<file path="src/rtl/pif_wb_pkg.sv">
// Shared definitions for the EFB Wishbone arbiter: widths, FSM encoding,
// EFB register map and the bus request bundle.
package pif_wb_pkg;

    localparam int WB_AW         = 8;
    localparam int WB_DW         = 8;
    localparam int TO_CYCLES_DEF = 255;

    localparam logic [1:0] ST_IDLE  = 2'd0;
    localparam logic [1:0] ST_OWN0  = 2'd1;
    localparam logic [1:0] ST_OWN1  = 2'd2;
    localparam logic [1:0] ST_ABORT = 2'd3;

    // EFB register map
    localparam logic [WB_AW-1:0] I2C1_CR    = 8'h40;
    localparam logic [WB_AW-1:0] I2C1_CMDR  = 8'h41;
    localparam logic [WB_AW-1:0] I2C1_BR0   = 8'h42;
    localparam logic [WB_AW-1:0] I2C1_BR1   = 8'h43;
    localparam logic [WB_AW-1:0] I2C1_TXDR  = 8'h44;
    localparam logic [WB_AW-1:0] I2C1_SR    = 8'h45;
    localparam logic [WB_AW-1:0] I2C1_GCDR  = 8'h46;
    localparam logic [WB_AW-1:0] I2C1_RXDR  = 8'h47;
    localparam logic [WB_AW-1:0] I2C1_IRQ   = 8'h48;
    localparam logic [WB_AW-1:0] I2C1_IRQEN = 8'h49;
    localparam logic [WB_AW-1:0] I2C2_CR    = 8'h4A;
    localparam logic [WB_AW-1:0] I2C2_CMDR  = 8'h4B;
    localparam logic [WB_AW-1:0] I2C2_BR0   = 8'h4C;
    localparam logic [WB_AW-1:0] I2C2_BR1   = 8'h4D;
    localparam logic [WB_AW-1:0] I2C2_TXDR  = 8'h4E;
    localparam logic [WB_AW-1:0] I2C2_SR    = 8'h4F;
    localparam logic [WB_AW-1:0] I2C2_GCDR  = 8'h50;
    localparam logic [WB_AW-1:0] I2C2_RXDR  = 8'h51;
    localparam logic [WB_AW-1:0] I2C2_IRQ   = 8'h52;
    localparam logic [WB_AW-1:0] I2C2_IRQEN = 8'h53;
    localparam logic [WB_AW-1:0] CFG_CR     = 8'h70;
    localparam logic [WB_AW-1:0] CFG_TXDR   = 8'h71;
    localparam logic [WB_AW-1:0] CFG_SR     = 8'h72;
    localparam logic [WB_AW-1:0] CFG_RXDR   = 8'h73;
    localparam logic [WB_AW-1:0] CFG_IRQ    = 8'h74;
    localparam logic [WB_AW-1:0] CFG_IRQEN  = 8'h75;

    typedef struct packed {
        logic             cyc;
        logic             stb;
        logic             we;
        logic [WB_AW-1:0] adr;
        logic [WB_DW-1:0] dat;
    } wbReq_t;

endpackage

</file>
<file path="src/rtl/wb_to_cnt.sv">
// Strobe stall counter: clear has priority, counts while enabled, flags the
// last permitted stall cycle.
module wb_to_cnt #(
    parameter int TO_CYCLES = 255,
    parameter int TO_W      = $clog2(TO_CYCLES + 1)
) (
    input  logic xclk,
    input  logic rst,
    input  logic clr,
    input  logic en,
    output logic tc
);

    logic [TO_W-1:0] cnt;

    always_ff @(posedge xclk or posedge rst) begin
        if (rst)
            cnt <= '0;
        else if (clr)
            cnt <= '0;
        else if (en)
            cnt <= cnt + TO_W'(1);
    end

    assign tc = (cnt == TO_W'(TO_CYCLES - 1));

endmodule

</file>
<file path="src/rtl/efb_wb_arb.sv">
// Two-master Wishbone arbiter in front of the EFB slave port: CYC-locked
// ownership, round-robin on contention, ACK-timeout abort.
module efb_wb_arb
    import pif_wb_pkg::*;
#(
    parameter int TO_CYCLES = TO_CYCLES_DEF,
    parameter int TO_W      = $clog2(TO_CYCLES + 1)
) (
    input  logic             xclk,
    input  logic             rst,
    input  logic             m0_cyc,
    input  logic             m0_stb,
    input  logic             m0_we,
    input  logic [WB_AW-1:0] m0_adr,
    input  logic [WB_DW-1:0] m0_dat_i,
    output logic [WB_DW-1:0] m0_dat_o,
    output logic             m0_ack,
    output logic             m0_err,
    input  logic             m1_cyc,
    input  logic             m1_stb,
    input  logic             m1_we,
    input  logic [WB_AW-1:0] m1_adr,
    input  logic [WB_DW-1:0] m1_dat_i,
    output logic [WB_DW-1:0] m1_dat_o,
    output logic             m1_ack,
    output logic             m1_err,
    output logic             s_cyc,
    output logic             s_stb,
    output logic             s_we,
    output logic [WB_AW-1:0] s_adr,
    output logic [WB_DW-1:0] s_dat_o,
    input  logic [WB_DW-1:0] s_dat_i,
    input  logic             s_ack,
    output logic [1:0]       grant
);

    logic [1:0] state, stateNxt;
    logic       last, lastNxt;
    logic       abrtOwn, abrtOwnNxt;
    logic       own, curOwner, ackOwn, toHit, toTc;
    wbReq_t     req [2];
    wbReq_t     sel;

    assign req[0] = {m0_cyc, m0_stb, m0_we, m0_adr, m0_dat_i};
    assign req[1] = {m1_cyc, m1_stb, m1_we, m1_adr, m1_dat_i};

    // In ABORT the aborted master's cyc is still what releases the bus
    assign own      = (state == ST_OWN0) || (state == ST_OWN1);
    assign curOwner = (state == ST_OWN1) || ((state == ST_ABORT) && abrtOwn);
    assign sel      = req[curOwner];

    assign s_cyc   = own & sel.cyc;
    assign s_stb   = own & sel.stb;
    assign s_we    = own & sel.we;
    assign s_adr   = own ? sel.adr : '0;
    assign s_dat_o = own ? sel.dat : '0;

    assign ackOwn   = own & s_ack;
    assign m0_ack   = ackOwn & ~curOwner;
    assign m1_ack   = ackOwn & curOwner;
    assign m0_dat_o = ackOwn ? s_dat_i : '0;
    assign m1_dat_o = ackOwn ? s_dat_i : '0;

    // ACK on the terminal cycle wins over the timeout
    assign toHit  = own & sel.stb & toTc & ~s_ack;
    assign m0_err = toHit & ~curOwner;
    assign m1_err = toHit & curOwner;

    assign grant = (state == ST_IDLE) ? 2'b00 : (curOwner ? 2'b10 : 2'b01);

    wb_to_cnt #(
        .TO_CYCLES(TO_CYCLES),
        .TO_W     (TO_W)
    ) uToCnt (
        .xclk(xclk),
        .rst (rst),
        .clr (~own | ~sel.stb | s_ack),
        .en  (own & sel.stb),
        .tc  (toTc)
    );

    always_comb begin
        stateNxt   = state;
        lastNxt    = last;
        abrtOwnNxt = abrtOwn;
        case (state)
            ST_IDLE: begin
                if (m0_cyc && (!m1_cyc || last))
                    stateNxt = ST_OWN0;
                else if (m1_cyc)
                    stateNxt = ST_OWN1;
            end
            ST_OWN0, ST_OWN1: begin
                if (!sel.cyc) begin
                    stateNxt = ST_IDLE;
                    lastNxt  = curOwner;
                end else if (toHit) begin
                    stateNxt   = ST_ABORT;
                    abrtOwnNxt = curOwner;
                end
            end
            ST_ABORT: begin
                if (!sel.cyc) begin
                    stateNxt = ST_IDLE;
                    lastNxt  = abrtOwn;
                end
            end
            default: stateNxt = ST_IDLE;
        endcase
    end

    always_ff @(posedge xclk or posedge rst) begin
        if (rst) begin
            state   <= ST_IDLE;
            last    <= 1'b1;
            abrtOwn <= 1'b0;
        end else begin
            state   <= stateNxt;
            last    <= lastNxt;
            abrtOwn <= abrtOwnNxt;
        end
    end

endmodule

</file>
<file path="config.mk">
export PLATFORM = sky130hd
export DESIGN_NAME = efb_wb_arb
export DESIGN_NICKNAME = d
export VERILOG_FILES = /design/src/rtl/pif_wb_pkg.sv /design/src/rtl/wb_to_cnt.sv /design/src/rtl/efb_wb_arb.sv
export SDC_FILE = /design/constraint.sdc
export NUM_CORES = 1
export LEC_CHECK = 0
export CORE_MARGIN = 4
export CORE_UTILIZATION = 34
export DETAILED_ROUTE_END_ITERATION = 12
export PLACE_DENSITY = 0.88
export SLEW_MARGIN = 20
export SYNTH_ARGS = -nofsm -noshare
export SYNTH_HDL_FRONTEND = slang
export SYNTH_SLANG_ARGS = --single-unit
</file>
<file path="constraint.sdc">
create_clock -name xclk -period 2 [get_ports xclk]
set_input_delay 0.4 -clock xclk [delete_from_list [all_inputs] [get_ports xclk]]
set_output_delay 0.4 -clock xclk [all_outputs]
set_load 0.02 [all_outputs]
</file>
* Yosys cells after proc, flatten, opt, wreduce, memory -nomap -nowiden *
Index checks and enable logic that the tools add are counted.

cells by class
  $add $sub $neg = 1
  order comparisons = 1
  equal/unequal tests = 8
  muxes and demuxes = 19
  bitwise operators = 17
  reduce and logical (&&, ||, !) cells = 13

operators by type and width
  operator               number
  $mux W19               3
  $mux W8                5
  $mux W2                7
  $and A1 B1 Y1          10
  $reduce_and A3 Y1      3
  $add A8 B1 Y8 const B  1
  $eq A8 B8 Y1 const B   1
  $pmux W2 S3            1
  $eq A2 B2 Y1 const B   2
  $ne A2 B2 Y1 const B   2
  $not A1 Y1             4
  $reduce_bool A2 Y1     2
  $logic_or A1 B1 Y1     3
  $ne A3 B2 Y1 const B   1
  $ne A3 B3 Y1 const B   1
  $eq A2 B1 Y1 const B   1
  $ge A2 B2 Y1 const B   1
  $logic_and A1 B1 Y1    2
  $logic_not A2 Y1       1
  $mux W1                2
  $not A1 Y2             1
  $or A1 B1 Y1           2
  $pmux W1 S2            1
  $reduce_or A2 Y1       1
  $logic_not A1 Y1       1

word-level totals
  register bits after elaboration = 12
  bits of input ports = 49
  output and inout port bits = 41
  logic and storage cells = 63

* Longest topological paths before layout *
  depth in word-level cells = 13
  gate-level depth with buffers = 8
  gate-level depth less buffers = 8

* Cells and area by module *
From an unflattened synthesis, not the netlist that was laid out.

unflattened totals
  cells, all modules = 168
  area total of the unflattened synthesis = 1241.2 um2

by module, submodules not included
  module      instances  cells an instance  area each (um2)  sequential area each (um2)
  efb_wb_arb  1          126                834.6            101.3
  wb_to_cnt   1          42                 406.6            200.2

* Least setup slack after synthesis *
Ideal clock, no wire load.

  path type = flip-flop to output port
  start point = reg state[0]
  end point = out s_adr[3]
  data arrival time = 1.758 ns
  data required time = 1.600 ns
  path slack = -0.158 ns
  cell stages (with the launch flop) = 6
  buffers on the path = 2
  path through = dfrtp_1 > inv_1 > ha_1 > clkbuf_1 > clkbuf_1 > a21boi_0

between the ends
  longest elaborated chain between the ends = 8
  elaborated cells on any way between the ends = 11
  classes of those cells = eq/ne: 3; mux: 4; bitwise: 1; reduce/logical: 3

ends and longest elaborated chain
  element                                      RTL line           source
  start, declared                              efb_wb_arb.sv:37   logic [1:0] state, stateNxt;
  start signal, assigned                       efb_wb_arb.sv:118  state <= stateNxt;
  $eq A2 B2 Y1                                 efb_wb_arb.sv:49   assign curOwner = (state == ST_OWN1) || ((state == ST_ABORT) && abrtOwn);
  $logic_and A1 B1 Y1                          efb_wb_arb.sv:49
  $logic_or A1 B1 Y1                           efb_wb_arb.sv:49
  $not A1 Y2 (implied by the code)             efb_wb_arb.sv:50   assign sel = req[curOwner];
  $mux W19 (implied by the code) (3 in a row)  efb_wb_arb.sv:50
  $mux W8 *                                    efb_wb_arb.sv:55   assign s_adr = own ? sel.adr : '0;
  end, declared                                efb_wb_arb.sv:30   output logic [WB_AW-1:0] s_adr,

Every way passes the cells marked *; elsewhere a longest branch is shown, timed or not. The select of a mux whose other input is x is not followed.

* Final worst setup path *
  start point = reg state[0]
  end point = out s_dat_o[5]

between the ends
  longest elaborated chain between the ends = 8
  elaborated cells on any way between the ends = 11
  classes of those cells = eq/ne: 3; mux: 4; bitwise: 1; reduce/logical: 3

ends and longest elaborated chain
  element                                      RTL line          source
  $eq A2 B2 Y1                                 efb_wb_arb.sv:49
  $logic_and A1 B1 Y1                          efb_wb_arb.sv:49
  $logic_or A1 B1 Y1                           efb_wb_arb.sv:49
  $not A1 Y2 (implied by the code)             efb_wb_arb.sv:50
  $mux W19 (implied by the code) (3 in a row)  efb_wb_arb.sv:50
  $mux W8 *                                    efb_wb_arb.sv:56  assign s_dat_o = own ? sel.dat : '0;
  end, declared                                efb_wb_arb.sv:31  output logic [WB_DW-1:0] s_dat_o,

Marked as above.

==> results by group <==
Outcome
  • Outcome: complete, but fails checks
  • Failing checks: setup timing

Clock network
  • Max Root-Sink Buffers: 2
  • Clk Latency, worst-skew pair: 270 ps
  • CTS tree: done
  • # H-tree levels: 1
  • TritonCTS Buffers: 3
  • Hold buffer count at cts: 0
  • Root Driver: clkbuf_4
  • CTS sink cnt: 12
  • Clk slew on worst S/H paths: 80 ps

Layout
  • Area growth syn-to-layout: 113.8%
  • Layout cells sized above 1: 45.79%
  • Antenna Diode Count: 0
  • Post-layout util: 75.56%
  • Post-layout nets: 329

Synthesis
  • Synth unique cells: 32
  • Area share of the largest cell type after synthesis: 23.16%
  • Yosys warns: 0
  • Instance count of the mapped netlist: 160
  • Ys flop type: dfrtp_1
  • Top post-synthesis cells by area: dfrtp_1 23%, nand2_1 12%, a21boi_0 11%
  • Number of synthesized flops with an enable pin: 0
  • Post-synthesis async set-or-reset flop share: 100.0%
  • Yosys reg bits: 12
  • Syn Area/Cell: 7.429 um2
  • Seq/Total Area, Yosys: 25.37%
  • Post-Syn Nets: 215
  • Post-Syn Area: 0.001189 mm2
  • Area leader, netlist: dfrtp_1

Timing
  • Max Clock Skew: 1.871 ps
  • Setup Viol. Count Final: 39
  • Sum of negative setup slack: -3633 ps
  • Highest Clock Rate: 452.6 MHz
  • Least-Margin Pin Slew: 472.7 ps
  • Tmin final: 2210 ps
  • Max_slew headroom: 68.45%
  • Tcrit/Tclk final: 110.5%
  • Max-slew violations: 0
  • RSZ-0062 raised after global routing: yes
  • Worst setup margin: -209.7 ps
  • Final hold vios: 0

Routing
  • Final wirelength: 5016 um
  • DRC viols: 0
  • DR pass1 iterations: 4
  • DRT antenna net count: 0
  • Drt via density: 5.003
  • Routed length per instance: 15.72 um
  • DRT iter0 DRCs: 52
  • Routed via count: 1596

Worst setup path
  • Reg2Reg Setup Slack: 30 ps
  • Crit. End Element: output port
  • Crit-path cells: inv_2 > buf_12 > ha_4 > buf_6 > clkbuf_16 > a21boi_2 > buf_6
  • Worst R2R Path Depth: 8
  • Reg2reg end: state[0]$_DFFE_PP0P_
  • Crit path launch type: register
  • Setup crit end: s_dat_o[5]
  • Worst path required time: 1600 ps
  • CP max FO: 6
  • Launching point of the worst reg2reg path: state[0]$_DFFE_PP0P_
  • Slowest CP cell: dfrtp_1
  • Worst setup path start: state[0]$_DFFE_PP0P_
  • WP data arrival: 1810 ps
  • Critical path's most frequent cell: buf_6
  • CP Class: register to output port
  • CP max stage delay: 400 ps

Place
  • Routability cong.: 0.8691
  • I/O Buffers: 89
  • Dpl hpwl: 3265 um

Floorplanning
  • Die width: 67.13 um
  • I/O pin count: 90
  • Core area: 0.003363 mm2
  • Starting Density: 35.34%
  • Die area: 0.004506 mm2
  • Die outline height: 67.13 um
  • # rows: 21

Global route
  • Largest net degree at the start of global routing: 22
  • First-pass GRT wire length: 6327 um
  • Number of global-route vias before repair: 1436
  • Initial antenna violation count: 0
  • Congestion Overflow GR: 0
  • Overall routing resource usage: 18.25%

Min path
  • Hold Crit Class: input pin to asynchronous set/reset pin

Pwr
  • Leakage Power: 1.220 nW
  • PwrDens: 1575 mW/mm2
  • Peak supply drop: 0.8911 mV

Flow run
  • Number of max-cap violations: 0
## sequential cells by signal, summed over array words and instances, names as in the netlist
name and flops:
uToCnt.cnt 8, state 2, abrtOwn 1, last 1
## worst min path at each step
stage,to,start,cells after the start
6_report,state[0]$_DFFE_PP0P_,rst,2
5_1_grt,uToCnt.cnt[1]$_DFFE_PP0P_,rst,2
3_3_place_gp,last$_DFFE_PP1P_,last$_DFFE_PP1P_,2
2_1_floorplan,abrtOwn$_DFFE_PP0P_,rst,1
3_5_place_dp,last$_DFFE_PP1P_,last$_DFFE_PP1P_,2
4_1_cts,uToCnt.cnt[0]$_DFFE_PP0P_,rst,2
## cells in the mapped netlist (2+ instances only)
cell type	instances
nand2_1	38
a21boi_0	17
nor2_1	17
dfrtp_1	11
and3_1	9
buf_4	8
clkbuf_1	8
ha_1	6
inv_1	5
xor2_1	5
and2_1	4
mux2i_1	3
nand3_1	3
nand4_1	3
o21ai_0	3
a22oi_1	2
a31o_1	2
nand2b_1	2
## layout make-up
| class | count | area [um2] |
|---|---|---|
| flip-flops and latches | 12 | 301.5 |
| inverters | 5 | 18.77 |
| multi-input cells | 126 | 939.7 |
| fillers | 246 | 822.0 |
| clock buffers | 4 | 36.28 |
| well taps | 46 | 57.56 |
| repair buffers | 126 | 1187 |
## metrics by stage
stage | hold slack [ps] | cell area, um2 | total power, mW | std cells | setup slack, ps
after floorplan | 264.0 | 1260 | 1.885 | 160 | -0.5986
after global placement | 478.7 | 2315 | 3.049 | 305 | -329.8
after detailed placement | 491.4 | 2315 | 3.082 | 305 | -380.8
after CTS | 440.2 | 2346 | 3.305 | 310 | -204.5
after global routing | 461.1 | 2541 | 4.201 | 319 | -281.3
final | 436.6 | 2541 | 4.003 | 319 | -209.7
## where the power goes
| part | internal [mW] | switching, mW | total, mW |
|---|---|---|---|
| registers | 0.285 | 0.0302 | 0.315 |
| logic | 1.83 | 1.66 | 3.49 |
| clock network | 0.111 | 0.0842 | 0.195 |
| total | 2.23 | 1.77 | 4.00 |
## layout by cell type, fill, tap and decap left out, types with 3 or more instances in the layout
cell             count
o21ai_0              3
ha_1                 3
buf_4               54
a21boi_2            15
nand3_1              3
buf_6               13
xor2_1               5
clkdlybuf4s50_1     48
dfrtp_1             11
clkbuf_4             3
nand4_1              3
and3_2               7
buf_2                5
inv_1                4
nand2_1             37
nor2_1              14
buf_12               4
## repair_timing
| action | CTS | global route |
|---|---|---|
| pin swaps | 3 | 6 |
| endpoints found under the setup margin | 43 | 51 |
| resized for setup | 168 | 78 |
| gates cloned | 0 | 3 |
| buffers inserted | 1 | 7 |
## worst max-delay path: cells and delay by family, from the launching register on
family	cells	cell delay [ps]
buffers and inverters	5	640
flip-flops	1	400
adder cells (fa/ha/maj)	1	300
AO/OA/AOI/OAI	1	190
## layer usage
metal	wire (um)	vias up	global-route usage, %
li1	-	756	-
met1	1838	735	20.37
met2	2592	88	33.87
met3	408	17	3.879
met4	176	0	6.076
met5	0	-	0
## cell families (layout without fill, tap and decap cells)
kind of cell    after synthesis  in the layout  synth area share [%]
compound gates               31             31                 20.00
xor+xnor                      6              6                 4.421
fa+ha+maj                     6              6                 6.316
buf+inv                      22            135                 9.579
flops                        12             12                 25.37
mux                           5              5                 4.737
simple gates                 78             78                 29.58
No activity file was read; power rests on OpenSTA's default activity.
